===== config.mk =====
export PLATFORM = sky130hd
export DESIGN_NAME = lattice_validator_multi_flat
export DESIGN_NICKNAME = d
export VERILOG_FILES = /design/src/rtl/lattice_validator_multi_pkg.sv /design/src/rtl/lattice_validator_multi_if.sv /design/src/rtl/lattice_validator_multi_lzc256.sv /design/src/rtl/lattice_validator_multi.sv /design/src/flat_wrapper.sv
export SDC_FILE = /design/constraint.sdc
export NUM_CORES = 2
export LEC_CHECK = 0
export BUFFER_PORTS_ARGS = -buffer_cell sky130_fd_sc_hd__buf_2
export CAP_MARGIN = 20
export CELL_PAD_IN_SITES_DETAIL_PLACEMENT = 1
export CELL_PAD_IN_SITES_GLOBAL_PLACEMENT = 1
export CORE_MARGIN = 3
export CORE_UTILIZATION = 30
export CTS_CLUSTER_SIZE = 25
export DETAILED_ROUTE_END_ITERATION = 8
export PLACE_DENSITY_LB_ADDON = 0.1
export RECOVER_POWER = 50
export SLEW_MARGIN = 0
export SYNTH_ARGS = -nofsm -noshare
export SYNTH_HDL_FRONTEND = slang
export SYNTH_SLANG_ARGS = --single-unit

===== constraint.sdc =====
create_clock -name clk -period 14.36 [get_ports clk]
set_clock_uncertainty 0.2 [all_clocks]
set_input_delay 2.872 -clock clk [delete_from_list [all_inputs] [get_ports clk]]
set_output_delay 2.872 -clock clk [all_outputs]
set_load 0.005 [all_outputs]

===== src/rtl/lattice_validator_multi_pkg.sv =====
// lattice_pkg: shared widths, lane hash type and leading-zero count helpers.
package lattice_pkg;
  localparam int HASH_W = 256;
  localparam int DIFF_W = 32;
  localparam int DROP_W = 16;
  localparam int CNT_W = 9;
  localparam int CHUNKS = HASH_W / 16;
  typedef logic [HASH_W-1:0] lane_hash_t;
  typedef logic [CHUNKS-1:0][4:0] chunk_cnt_t;
  function automatic logic [4:0] lzc16(input logic [15:0] x);
    logic [4:0] n;
    logic done;
    n = '0;
    done = 1'b0;
    for (int i = 15; i >= 0; i--) begin
      done = done | x[i];
      n = n + {4'd0, ~done};
    end
    return n;
  endfunction
  // Chunk CHUNKS-1 holds the hash MSBs; counting stops at the first chunk that is not all zero.
  function automatic logic [CNT_W-1:0] lzc_merge(input chunk_cnt_t c);
    logic [CNT_W-1:0] n;
    logic done;
    n = '0;
    done = 1'b0;
    for (int i = CHUNKS - 1; i >= 0; i--) begin
      if (!done) n = n + CNT_W'(c[i]);
      done = done | (c[i] != 5'd16);
    end
    return n;
  endfunction
endpackage


===== src/rtl/lattice_validator_multi_if.sv =====
// lattice_validator_multi_if: beat input, compare result and result-register handshake bundle.
interface lattice_validator_multi_if #(
  parameter int LANES = 4,
  parameter int COUNTBITS = 6
);
  import lattice_pkg::*;
  logic                    valid_i;
  logic                    newblock_i;
  logic [LANES*HASH_W-1:0] hash_i;
  logic [DIFF_W-1:0]       difficulty_i;
  logic                    valid_o;
  logic                    newblock_o;
  logic                    success_o;
  logic [COUNTBITS-1:0]    nonce_prefix_o;
  logic                    res_valid_o;
  logic [COUNTBITS-1:0]    res_prefix_o;
  logic                    res_ready_i;
  logic                    block_found_o;
  logic [DROP_W-1:0]       drop_count_o;
  modport slave (
    input  valid_i, newblock_i, hash_i, difficulty_i, res_ready_i,
    output valid_o, newblock_o, success_o, nonce_prefix_o,
    output res_valid_o, res_prefix_o, block_found_o, drop_count_o
  );
  modport master (
    output valid_i, newblock_i, hash_i, difficulty_i, res_ready_i,
    input  valid_o, newblock_o, success_o, nonce_prefix_o,
    input  res_valid_o, res_prefix_o, block_found_o, drop_count_o
  );
endinterface


===== src/rtl/lattice_validator_multi_lzc256.sv =====
// lattice_lzc256: 256-bit leading-zero counter with STAGES registered stages.
module lattice_lzc256 import lattice_pkg::*; #(
  parameter int STAGES = 2
) (
  input  logic             clk,
  input  logic             rst,
  input  lane_hash_t       hash_i,
  output logic [CNT_W-1:0] count_o
);
  chunk_cnt_t chunk_d, chunk_s;
  logic [CNT_W-1:0] count_q;
  always_comb begin
    chunk_d = '0;
    for (int c = 0; c < CHUNKS; c++) chunk_d[c] = lzc16(hash_i[16*c +: 16]);
  end
  // Per-chunk counts are computed up front; extra stages only carry them to the final merge.
  if (STAGES > 1) begin : g_dly
    chunk_cnt_t [STAGES-2:0] dly_q;
    always_ff @(posedge clk or negedge rst) begin
      if (!rst) dly_q <= '0;
      else begin
        dly_q[0] <= chunk_d;
        for (int s = 1; s < STAGES - 1; s++) dly_q[s] <= dly_q[s-1];
      end
    end
    assign chunk_s = dly_q[STAGES-2];
  end else begin : g_nodly
    assign chunk_s = chunk_d;
  end
  always_ff @(posedge clk or negedge rst) begin
    if (!rst) count_q <= '0;
    else count_q <= lzc_merge(chunk_s);
  end
  assign count_o = count_q;
endmodule


===== src/rtl/lattice_validator_multi.sv =====
// lattice_validator_multi: multi-lane difficulty check with a single-entry result register.
module lattice_validator_multi import lattice_pkg::*; #(
  parameter int LANES = 4,
  parameter int COUNTBITS = 6,
  parameter int INDEX = 0,
  parameter int CMP_STAGES = 2
) (
  input logic clk,
  input logic rst,
  lattice_validator_multi_if.slave bus
);
  localparam int L = CMP_STAGES - 1;
  if (INDEX * LANES + LANES - 1 >= (1 << COUNTBITS)) begin : g_bad_prefix
    $error("nonce prefix range does not fit in COUNTBITS");
  end
  if (LANES < 1 || LANES > 16) begin : g_bad_lanes
    $error("LANES must be 1..16");
  end
  if (CMP_STAGES < 1 || CMP_STAGES > 4) begin : g_bad_stages
    $error("CMP_STAGES must be 1..4");
  end
  lane_hash_t [LANES-1:0] lane_hash;
  logic [LANES-1:0][CNT_W-1:0] cnt;
  assign lane_hash = bus.hash_i;
  for (genvar k = 0; k < LANES; k++) begin : g_lane
    lattice_lzc256 #(.STAGES(CMP_STAGES)) u_lzc (
      .clk    (clk),
      .rst    (rst),
      .hash_i (lane_hash[k]),
      .count_o(cnt[k])
    );
  end
  logic [CMP_STAGES-1:0] v_q, nb_q;
  logic [CMP_STAGES-1:0][DIFF_W-1:0] diff_q;
  always_ff @(posedge clk or negedge rst) begin
    if (!rst) begin
      v_q <= '0;
      nb_q <= '0;
      diff_q <= '0;
    end else begin
      v_q[0] <= bus.valid_i;
      nb_q[0] <= bus.newblock_i;
      diff_q[0] <= bus.difficulty_i;
      for (int s = 1; s < CMP_STAGES; s++) begin
        v_q[s] <= v_q[s-1];
        nb_q[s] <= nb_q[s-1];
        diff_q[s] <= diff_q[s-1];
      end
    end
  end
  // Descending scan so the lowest succeeding lane is the last to write win.
  logic [LANES-1:0] hit;
  logic [COUNTBITS-1:0] win;
  always_comb begin
    hit = '0;
    win = '0;
    for (int k = LANES - 1; k >= 0; k--) begin
      hit[k] = v_q[L] && (DIFF_W'(cnt[k]) >= diff_q[L]);
      if (hit[k]) win = COUNTBITS'(k);
    end
  end
  logic valid_d, newblock_d, success_d;
  logic [COUNTBITS-1:0] prefix_d;
  logic valid_q, newblock_q, success_q;
  logic [COUNTBITS-1:0] prefix_q;
  assign valid_d = v_q[L];
  assign newblock_d = v_q[L] & nb_q[L];
  assign success_d = |hit;
  assign prefix_d = success_d ? COUNTBITS'(INDEX * LANES) + win : '0;
  logic pop, flush, fire, load;
  logic res_valid_d, res_valid_q, found_d, found_q;
  logic [COUNTBITS-1:0] res_prefix_d, res_prefix_q;
  logic [DROP_W-1:0] drop_d, drop_q;
  assign pop = res_valid_q & bus.res_ready_i;
  assign flush = valid_q & newblock_q;
  assign fire = valid_q & success_q;
  assign load = fire & (~res_valid_q | pop | flush);
  always_comb begin
    res_valid_d = load | (res_valid_q & ~pop & ~flush);
    res_prefix_d = load ? prefix_q : res_prefix_q;
    found_d = load | (found_q & ~flush);
    drop_d = (fire && !load && drop_q != '1) ? drop_q + DROP_W'(1) : drop_q;
  end
  always_ff @(posedge clk or negedge rst) begin
    if (!rst) begin
      valid_q <= 1'b0;
      newblock_q <= 1'b0;
      success_q <= 1'b0;
      prefix_q <= '0;
      res_valid_q <= 1'b0;
      res_prefix_q <= '0;
      found_q <= 1'b0;
      drop_q <= '0;
    end else begin
      valid_q <= valid_d;
      newblock_q <= newblock_d;
      success_q <= success_d;
      prefix_q <= prefix_d;
      res_valid_q <= res_valid_d;
      res_prefix_q <= res_prefix_d;
      found_q <= found_d;
      drop_q <= drop_d;
    end
  end
  assign bus.valid_o = valid_q;
  assign bus.newblock_o = newblock_q;
  assign bus.success_o = success_q;
  assign bus.nonce_prefix_o = prefix_q;
  assign bus.res_valid_o = res_valid_q;
  assign bus.res_prefix_o = res_prefix_q;
  assign bus.block_found_o = found_q;
  assign bus.drop_count_o = drop_q;
endmodule


===== src/flat_wrapper.sv =====
// flat-port wrapper written by rule: the top's interface ports become plain ports
module lattice_validator_multi_flat import lattice_pkg::*;
#(
  parameter int LANES = 4,
  parameter int COUNTBITS = 6,
  parameter int INDEX = 0,
  parameter int CMP_STAGES = 2
)
  (clk, rst, bus_valid_i, bus_newblock_i, bus_hash_i, bus_difficulty_i, bus_res_ready_i, bus_valid_o, bus_newblock_o, bus_success_o, bus_nonce_prefix_o, bus_res_valid_o, bus_res_prefix_o, bus_block_found_o, bus_drop_count_o);
  lattice_validator_multi_if #(.LANES(LANES), .COUNTBITS(COUNTBITS)) bus_i ();
  input logic clk;
  input logic rst;
  input wire logic [$bits(bus_i.valid_i)-1:0] bus_valid_i;
  input wire logic [$bits(bus_i.newblock_i)-1:0] bus_newblock_i;
  input wire logic [$bits(bus_i.hash_i)-1:0] bus_hash_i;
  input wire logic [$bits(bus_i.difficulty_i)-1:0] bus_difficulty_i;
  input wire logic [$bits(bus_i.res_ready_i)-1:0] bus_res_ready_i;
  output wire logic [$bits(bus_i.valid_o)-1:0] bus_valid_o;
  output wire logic [$bits(bus_i.newblock_o)-1:0] bus_newblock_o;
  output wire logic [$bits(bus_i.success_o)-1:0] bus_success_o;
  output wire logic [$bits(bus_i.nonce_prefix_o)-1:0] bus_nonce_prefix_o;
  output wire logic [$bits(bus_i.res_valid_o)-1:0] bus_res_valid_o;
  output wire logic [$bits(bus_i.res_prefix_o)-1:0] bus_res_prefix_o;
  output wire logic [$bits(bus_i.block_found_o)-1:0] bus_block_found_o;
  output wire logic [$bits(bus_i.drop_count_o)-1:0] bus_drop_count_o;
  assign bus_i.valid_i = bus_valid_i;
  assign bus_i.newblock_i = bus_newblock_i;
  assign bus_i.hash_i = bus_hash_i;
  assign bus_i.difficulty_i = bus_difficulty_i;
  assign bus_i.res_ready_i = bus_res_ready_i;
  assign bus_valid_o = bus_i.valid_o;
  assign bus_newblock_o = bus_i.newblock_o;
  assign bus_success_o = bus_i.success_o;
  assign bus_nonce_prefix_o = bus_i.nonce_prefix_o;
  assign bus_res_valid_o = bus_i.res_valid_o;
  assign bus_res_prefix_o = bus_i.res_prefix_o;
  assign bus_block_found_o = bus_i.block_found_o;
  assign bus_drop_count_o = bus_i.drop_count_o;
  lattice_validator_multi #(.LANES(LANES), .COUNTBITS(COUNTBITS), .INDEX(INDEX), .CMP_STAGES(CMP_STAGES)) u_core (.clk(clk), .rst(rst), .bus(bus_i));
endmodule

; After elaboration in Yosys (flattened, before gate mapping)
; Index checks and enable logic that the tools add are counted.
[totals]
regBits = 457
in_bits = 1061
output_inout_bits = 33
word_cells = 3294
[classes]
n_addsub = 1021
n_lt_le_gt_ge = 4
eq_ne = 61
muxes = 65
bitwise_logic = 2055
reduce_logical = 8
[ops]
columns = op, count
row1 = $add 5x1->5, 704
row2 = $not 1->1, 1027
row3 = $or 1x1->1, 1020
row4 = $add 9x5->9, 56
row5 = $mux 9, 56
row6 = $add 4x1->5, 64
row7 = $ne 5x5->1 const B, 60
row8 = $add 3x1->4, 64
row9 = $add 2x1->3, 64
row10 = $add 1x1->2, 64
row11 = $ge 9x32->1, 4
row12 = $mux 6, 8
row13 = $add 5x5->6, 4
row14 = $add 16x1->16 const B, 1
row15 = $ne 16x16->1 const B, 1
row16 = $and 1x1->1, 8
row17 = $logic_and 1x1->1, 6
row18 = $reduce_or 4->1, 1
row19 = $mux 2, 1
row20 = $logic_not 1->1, 1

; Longest topological paths before layout
[depth]
ltp_word = 30
ltp_mapped = 74
ltp_nobuf = 74

; By module
; A second synthesis with hierarchy kept.
[hier_totals]
hier_cells = 6875
hier_area_um2 = 62032.0
[by_module_without_submodules]
columns = mod, instances, cells_per_inst, area_each_um2, seq_area_each_um2
row1 = lattice_lzc256 at u_core.g_lane[1].u_lzc, 1, 1643, 14611.5, 2227.1
row2 = lattice_lzc256 at u_core.g_lane[3].u_lzc, 1, 1658, 14592.7, 2227.1
row3 = lattice_lzc256 at u_core.g_lane[2].u_lzc, 1, 1653, 14574.0, 2227.1
row4 = lattice_lzc256 at u_core.g_lane[0].u_lzc, 1, 1646, 14557.7, 2227.1
row5 = lattice_validator_multi, 1, 275, 3696.0, 2327.2

; Worst setup path after synthesis
; OpenSTA, ideal clock, no wires.
[synth_timing]
path_kind = flip-flop to flip-flop
startpoint = register u_core.g_lane[3].u_lzc.g_dly.dly_q, in the netlist u_core.g_lane[3].u_lzc.chunk_s[75]
endpoint = register u_core.g_lane[3].u_lzc.count_q[8]
setup_ns = 0.134
arrival_time_ns = 13.232
required_ns = 14.026
slack_ns = 0.794
stages_incl_launch_ff = 58
path_buffers = 0
synth_period_minus_slack_ns = 13.566
path_cell_list = dfrtp_1 > ha_1 > fa_1 > a21oi_1 > fa_1 > nand2_1 > and2_1 > inv_1 > fa_1 > mux2i_1 > nand2_1 > o21ai_0 > inv_1 > fa_1 > nand2_1 > and2_1 > inv_1 > fa_1 > [22 not listed] > mux2i_1 > o21ai_0 > inv_1 > ha_1 > a21o_1 > a21oi_1 > xor2_1 > mux2i_1 > ha_1 > a21oi_1 > inv_1 > a21oi_1 > or3_1 > clkinv_1 > and2_1 > mux2_2 > mux2i_1 > xnor3_1
[synth_via]
elab_chain_len = 30
elab_cells_between_ends = 45
classes_between = add/sub: 15 / eq/ne: 1 / mux: 15 / bitwise: 14
[synth_rtl]
columns = element, line_no
row1 = from (decl), lattice_validator_multi_lzc256.sv:18  ; chunk_cnt_t [STAGES-2:0] dly_q;
row2 = $add 5x5->6 or $ne 5x5->1 (tied branches), "lattice_validator_multi_pkg.sv:28, lattice_validator_multi_pkg.sv:29"
row3 = $mux 6, lattice_validator_multi_pkg.sv:28  ; if (!done) n = n + CNT_W'(c[i]);
row4 = $add 9x5->9, lattice_validator_multi_pkg.sv:28
row5 = $mux 9, lattice_validator_multi_pkg.sv:28
row6 = $add 9x5->9, lattice_validator_multi_pkg.sv:28
row7 = $mux 9, lattice_validator_multi_pkg.sv:28
row8 = $add 9x5->9, lattice_validator_multi_pkg.sv:28
row9 = $mux 9, lattice_validator_multi_pkg.sv:28
row10 = [14 not listed], n/a
row11 = $add 9x5->9, lattice_validator_multi_pkg.sv:28
row12 = $mux 9, lattice_validator_multi_pkg.sv:28
row13 = $add 9x5->9, lattice_validator_multi_pkg.sv:28
row14 = $mux 9, lattice_validator_multi_pkg.sv:28
row15 = $add 9x5->9, lattice_validator_multi_pkg.sv:28
row16 = $mux 9, lattice_validator_multi_pkg.sv:28
row17 = $add 9x5->9, lattice_validator_multi_pkg.sv:28
row18 = $mux 9 *, lattice_validator_multi_pkg.sv:28
row19 = to (signal assigned), lattice_validator_multi_lzc256.sv:32  ; else count_q <= lzc_merge(chunk_s);
row20 = to (decl), lattice_validator_multi_lzc256.sv:11  ; logic [CNT_W-1:0] count_q;
; Every way passes the cells marked *; elsewhere a longest branch is shown, timed or not.
; A chain may end at the register's enable or synchronous reset.

; Final worst setup path
[layout_timing]
startpoint = register u_core.g_lane[1].u_lzc.g_dly.dly_q, in the netlist u_core.g_lane[1].u_lzc.chunk_s[70]
endpoint = register u_core.g_lane[1].u_lzc.count_q[8]
[layout_via]
elab_chain_len = 30
elab_cells_between_ends = 45
classes_between = add/sub: 15 / eq/ne: 1 / mux: 15 / bitwise: 14
[layout_rtl]
columns = element, line_no
row1 = from (decl), lattice_validator_multi_lzc256.sv:18
row2 = $add 5x5->6, lattice_validator_multi_pkg.sv:28
row3 = $mux 6, lattice_validator_multi_pkg.sv:28
row4 = $add 9x5->9, lattice_validator_multi_pkg.sv:28
row5 = $mux 9, lattice_validator_multi_pkg.sv:28
row6 = $add 9x5->9, lattice_validator_multi_pkg.sv:28
row7 = $mux 9, lattice_validator_multi_pkg.sv:28
row8 = $add 9x5->9, lattice_validator_multi_pkg.sv:28
row9 = $mux 9, lattice_validator_multi_pkg.sv:28
row10 = [14 not listed], n/a
row11 = $add 9x5->9, lattice_validator_multi_pkg.sv:28
row12 = $mux 9, lattice_validator_multi_pkg.sv:28
row13 = $add 9x5->9, lattice_validator_multi_pkg.sv:28
row14 = $mux 9, lattice_validator_multi_pkg.sv:28
row15 = $add 9x5->9, lattice_validator_multi_pkg.sv:28
row16 = $mux 9, lattice_validator_multi_pkg.sv:28
row17 = $add 9x5->9, lattice_validator_multi_pkg.sv:28
row18 = $mux 9 *, lattice_validator_multi_pkg.sv:28
row19 = to (signal assigned), lattice_validator_multi_lzc256.sv:32
row20 = to (decl), lattice_validator_multi_lzc256.sv:11
; Marked as above.

==> out/summary.md <==
Grouping stages by cell kind, the critical path spends the most delay in adder cells. Counting distinct cell types in the post-synthesis netlist gives 108. Number of failing setup endpoints in the final timing report: 0. Max-cap violations in this run came to 6.

A synthesized cell averages 9.01 um^2. The tools report the kind of start point of the critical path as a flop. For this run, the number of Yosys warnings is 0. The critical path's most frequent cell is sky130_fd_sc_hd__ha_4. For met3 alone, demand over resource in global routing was 1.62%. The top cell type by area accounts for 20.8% of the synthesized area. The number of register bits inferred by synthesis is 449. The H-tree generated during clock tree synthesis spans 2 levels. For this run, the leading register cell type out of synthesis is sky130_fd_sc_hd__dfrtp_1. The run gives 0.0388 uW as the standby leakage power.

Row generation in the floorplan step produced 165 rows. In the post-synthesis netlist, the cell with the most instances is sky130_fd_sc_hd__inv_1. The die covers 209,000 um^2. After layout, the worst path uses 96.6% of the clock period.

After synthesis the cells add up to 61,200 um^2. The number of instances in the placed design is 10,700, and the initial detailed-routing violation count is 1,146. Non-filler instance count after layout: 10,900. The tools report the total length of routed wires as 197 mm. In this run the worst path has a maximum fanout of 6. On the critical path, the stage with the largest delay is an instance of sky130_fd_sc_hd__dfrtp_1.

The maximum clock frequency was 72.1 MHz. The first detailed-routing pass took 5 iterations. Data on the critical path is required at its endpoint by 14.70 ns. By startpoint and endpoint, the worst setup path is classified as reg2reg. For this configuration, the core starts out at a cell density of 30.2%. The final number of max-transition violations is 394. The routing usage on met1 came out at 21.5%. Once detail routing completed, the nets flagged for antenna violations numbered 0. The count of final hold-check violations is 0. The total overflow left after global routing is 0. At the pin with the least slew margin, the transition time is 4.84 ns. The run gives 0.880 as the placer congestion estimate. The tools report the net total in the final layout as 10,500.

The run finished, with violations left. The first global-routing pass estimated 312 mm of wire. Setup repair after global routing could not meet its margin everywhere. The delay of the slowest critical-path stage was 0.40 ns. The layer with the highest usage is met2. The number of flops mapped to enable cells by yosys works out to 0.

The core region is 203,000 um^2. The die is 458 um wide. The die is 458 um tall.

Sorting the synthesized cells by how often they occur yields 1,104 x sky130_fd_sc_hd__inv_1, 669 x sky130_fd_sc_hd__ha_1, 650 x sky130_fd_sc_hd__nor2_1. The synthesized design spends more area on one cell type than any other, namely sky130_fd_sc_hd__fa_1. The area growth from synthesis to layout is 23.9%. The placed wire-length estimate after detailed placement is 175 mm. The logs give 0.68 ns for the clock network latency to the later pin of the worst-skew pair and 18.6% for the global routing usage summed across all routing layers. The tree built by TritonCTS fans out to 449 sinks. The path type of the worst min-delay path is reg2reg. The total power density per cell area is 50.9 nW/um^2. After layout, the minimum clock period comes to 13.87 ns. Clock tree buffer depth: 3. During placement, the flow inserted port buffers numbering 1,085.

The worst path buffer plus inverter count is 2, and the number of primary I/O pins is 1,094. The mean routed wirelength per cell came out at 18.1 um. The logs give 6,796 for the gate count after technology mapping and 30 for the initial antenna violation count. The cell at the root of the clock tree was sky130_fd_sc_hd__clkbuf_16. In this run, CTS created clock tree buffers numbering 59. The clock-pin slew on the worst setup and hold paths is 0.06 ns, and the maximum VDD drop is 0.0904 mV. Yosys attributes the largest share of cell area to sky130_fd_sc_hd__fa_1 21%, sky130_fd_sc_hd__dfrtp_1 18%, sky130_fd_sc_hd__ha_1 14%, sky130_fd_sc_hd__inv_1 6.8%, sky130_fd_sc_hd__xnor2_1 4.3%.

Data on the critical path arrives at its endpoint at 14.21 ns. Using the TritonRoute via totals, the vias-per-cell ratio works out to 4.77. In the final layout, the share of cells above drive strength 1 is 25.0%. Setup total negative slack on the finished layout was measured at 0 ns.

The run gives 89 as the pin count of the biggest net entering global routing. The run gives 36.8% as the global-route track usage on met2. The checks that failed: max-capacitance violations, max-slew violations. For the via count of the first global-routing pass, the log shows 57,800.

The detailed-route DRC error count is 0. TritonCTS built the clock tree. The worst max-slew margin expressed relative to the limit was -223%; the total via count after detailed routing was 51,900. STA classifies the critical path endpoint as a flop. Of the synthesized area, sequential elements account for 18.4%. The post-synthesis async set-or-reset flop share was 100%.
power breakdown:
group,leakage (uW),internal [uW],switching [uW]
registers,0.00590,1320,52.3
clock network,0.00107,1020,632
logic,0.0318,392,443
total,0.0388,2730,1130
stage by stage:
stage / total power [uW] / hold WS [ns] / utilization, % / area [um^2] / setup slack, ns
3_5_place_dp: 2200 / 0.136 / 35.1 / 71000 / -0.406
5_1_grt: 4120 / 0.151 / 37.4 / 75800 / -0.226
2_1_floorplan: 1790 / 0.131 / - / 61200 / 0.794
3_3_place_gp: 2170 / 0.132 / 35.1 / 71000 / -0.217
4_1_cts: 3920 / 0.147 / 36.3 / 73500 / 0.0000409
6_report: 3860 / 0.141 / 37.4 / 75800 / 0.494
final timing paths:
path	depth (start not counted)	startpoint	endpoint	slack, ns
max	68	u_core.g_lane[1].u_lzc.chunk_s[70]	u_core.g_lane[1].u_lzc.count_o[8]	0.49
max reg2reg	68	u_core.g_lane[1].u_lzc.chunk_s[70]	u_core.g_lane[1].u_lzc.count_o[8]	0.49
min reg2reg	0	u_core.diff_q[2]	u_core.diff_q[34]	0.14
min in group asynchronous	1	rst	u_core.diff_q[28]	3.74
max in group asynchronous	3	rst	u_core.g_lane[2].u_lzc.chunk_s[45]	2.80
min	0	u_core.diff_q[2]	u_core.diff_q[34]	0.14
layout by cell type (no fill, tap or decap), types with 19 or more instances in the layout:
| cell | netlist | routed |
|---|---|---|
| sky130_fd_sc_hd__nor3_1 | 109 | 105 |
| sky130_fd_sc_hd__nand2_1 | 258 | 255 |
| sky130_fd_sc_hd__dfrtp_1 | 449 | 444 |
| sky130_fd_sc_hd__a21oi_1 | 355 | 288 |
| sky130_fd_sc_hd__nand4_1 | 23 | 23 |
| sky130_fd_sc_hd__o21ai_2 | 0 | 19 |
| sky130_fd_sc_hd__buf_4 | 12 | 260 |
| sky130_fd_sc_hd__or2_2 | 188 | 188 |
| sky130_fd_sc_hd__or3_1 | 272 | 268 |
| sky130_fd_sc_hd__xnor2_1 | 303 | 273 |
| sky130_fd_sc_hd__mux2i_1 | 83 | 76 |
| sky130_fd_sc_hd__xor2_1 | 95 | 83 |
| sky130_fd_sc_hd__a21oi_2 | 2 | 62 |
| sky130_fd_sc_hd__nor2b_1 | 151 | 144 |
| sky130_fd_sc_hd__a211oi_1 | 43 | 32 |
| sky130_fd_sc_hd__o211ai_1 | 22 | 22 |
| sky130_fd_sc_hd__fa_1 | 636 | 621 |
| sky130_fd_sc_hd__diode_2 | 0 | 19 |
| sky130_fd_sc_hd__o21ai_0 | 213 | 161 |
| sky130_fd_sc_hd__o21a_1 | 117 | 116 |
| sky130_fd_sc_hd__o21ai_1 | 4 | 36 |
| sky130_fd_sc_hd__or4_1 | 64 | 64 |
| sky130_fd_sc_hd__and3_1 | 21 | 20 |
| sky130_fd_sc_hd__ha_4 | 0 | 44 |
| sky130_fd_sc_hd__and2_1 | 30 | 26 |
| sky130_fd_sc_hd__mux2_2 | 62 | 55 |
| sky130_fd_sc_hd__nor4_1 | 88 | 80 |
| sky130_fd_sc_hd__xnor2_2 | 7 | 35 |
| sky130_fd_sc_hd__nand3_1 | 48 | 47 |
| sky130_fd_sc_hd__inv_1 | 1104 | 1086 |
| sky130_fd_sc_hd__ha_1 | 669 | 621 |
| sky130_fd_sc_hd__nor2_1 | 650 | 639 |
| sky130_fd_sc_hd__nand2b_1 | 133 | 130 |
| sky130_fd_sc_hd__o21bai_1 | 101 | 93 |
| sky130_fd_sc_hd__buf_2 | 7 | 1063 |
| sky130_fd_sc_hd__clkbuf_16 | 0 | 59 |
| sky130_fd_sc_hd__a21o_1 | 181 | 181 |
| sky130_fd_sc_hd__clkbuf_1 | 35 | 28 |
timing repair:
item | CTS | global route
endpoints found under the setup margin | 5 | 21
resized for setup | 53 | 349
gates cloned | 0 | 0
setup buffers | 16 | 80
hold buffers | 0 | 0
pin swaps | 10 | 201
state kept, by name (all words and copies together) (netlist names):
register	flops
u_core.bus.res_valid_o	1
u_core.bus.success_o	1
u_core.bus.res_prefix_o	2
u_core.bus.newblock_o	1
u_core.nb_q	2
u_core.v_q	2
u_core.g_lane.u_lzc.count_o	36
u_core.diff_q	64
u_core.g_lane.u_lzc.chunk_s	320
u_core.bus.nonce_prefix_o	2
u_core.bus.valid_o	1
u_core.bus.block_found_o	1
u_core.bus.drop_count_o	16
kinds of logic after synthesis:
group / share of synthesized area [%]
XOR/XNOR: 6.66
multiplexers: 2.61
other: 0.00613
flip-flops: 18.4
AO/OA/AOI/OAI: 12.3
buffers and inverters: 7.23
AND/OR/NAND/NOR: 18.2
adder cells (fa/ha/maj): 34.6
area by class of cell:
| cell class | count | area, um^2 |
|---|---|---|
| Fill cell | 23700 | 127000 |
| Timing Repair Buffer | 1350 | 7370 |
| Sequential cell | 449 | 11200 |
| Antenna cell | 19 | 47.5 |
| Clock buffer | 72 | 1650 |
| Inverter | 1105 | 4150 |
| Clock inverter | 37 | 532 |
| Tap cell | 2672 | 3340 |
| Multi-Input combinational cell | 5191 | 47500 |
routing by layer:
| metal | vias up | wire length [um] |
|---|---|---|
| met1 | 25800 | 79500 |
| met3 | 174 | 5100 |
| met2 | 686 | 109000 |
| li1 | 25300 | - |
| met4 | 0 | 4090 |
| met5 | - | 0 |
No activity file was read; power rests on OpenSTA's default activity.
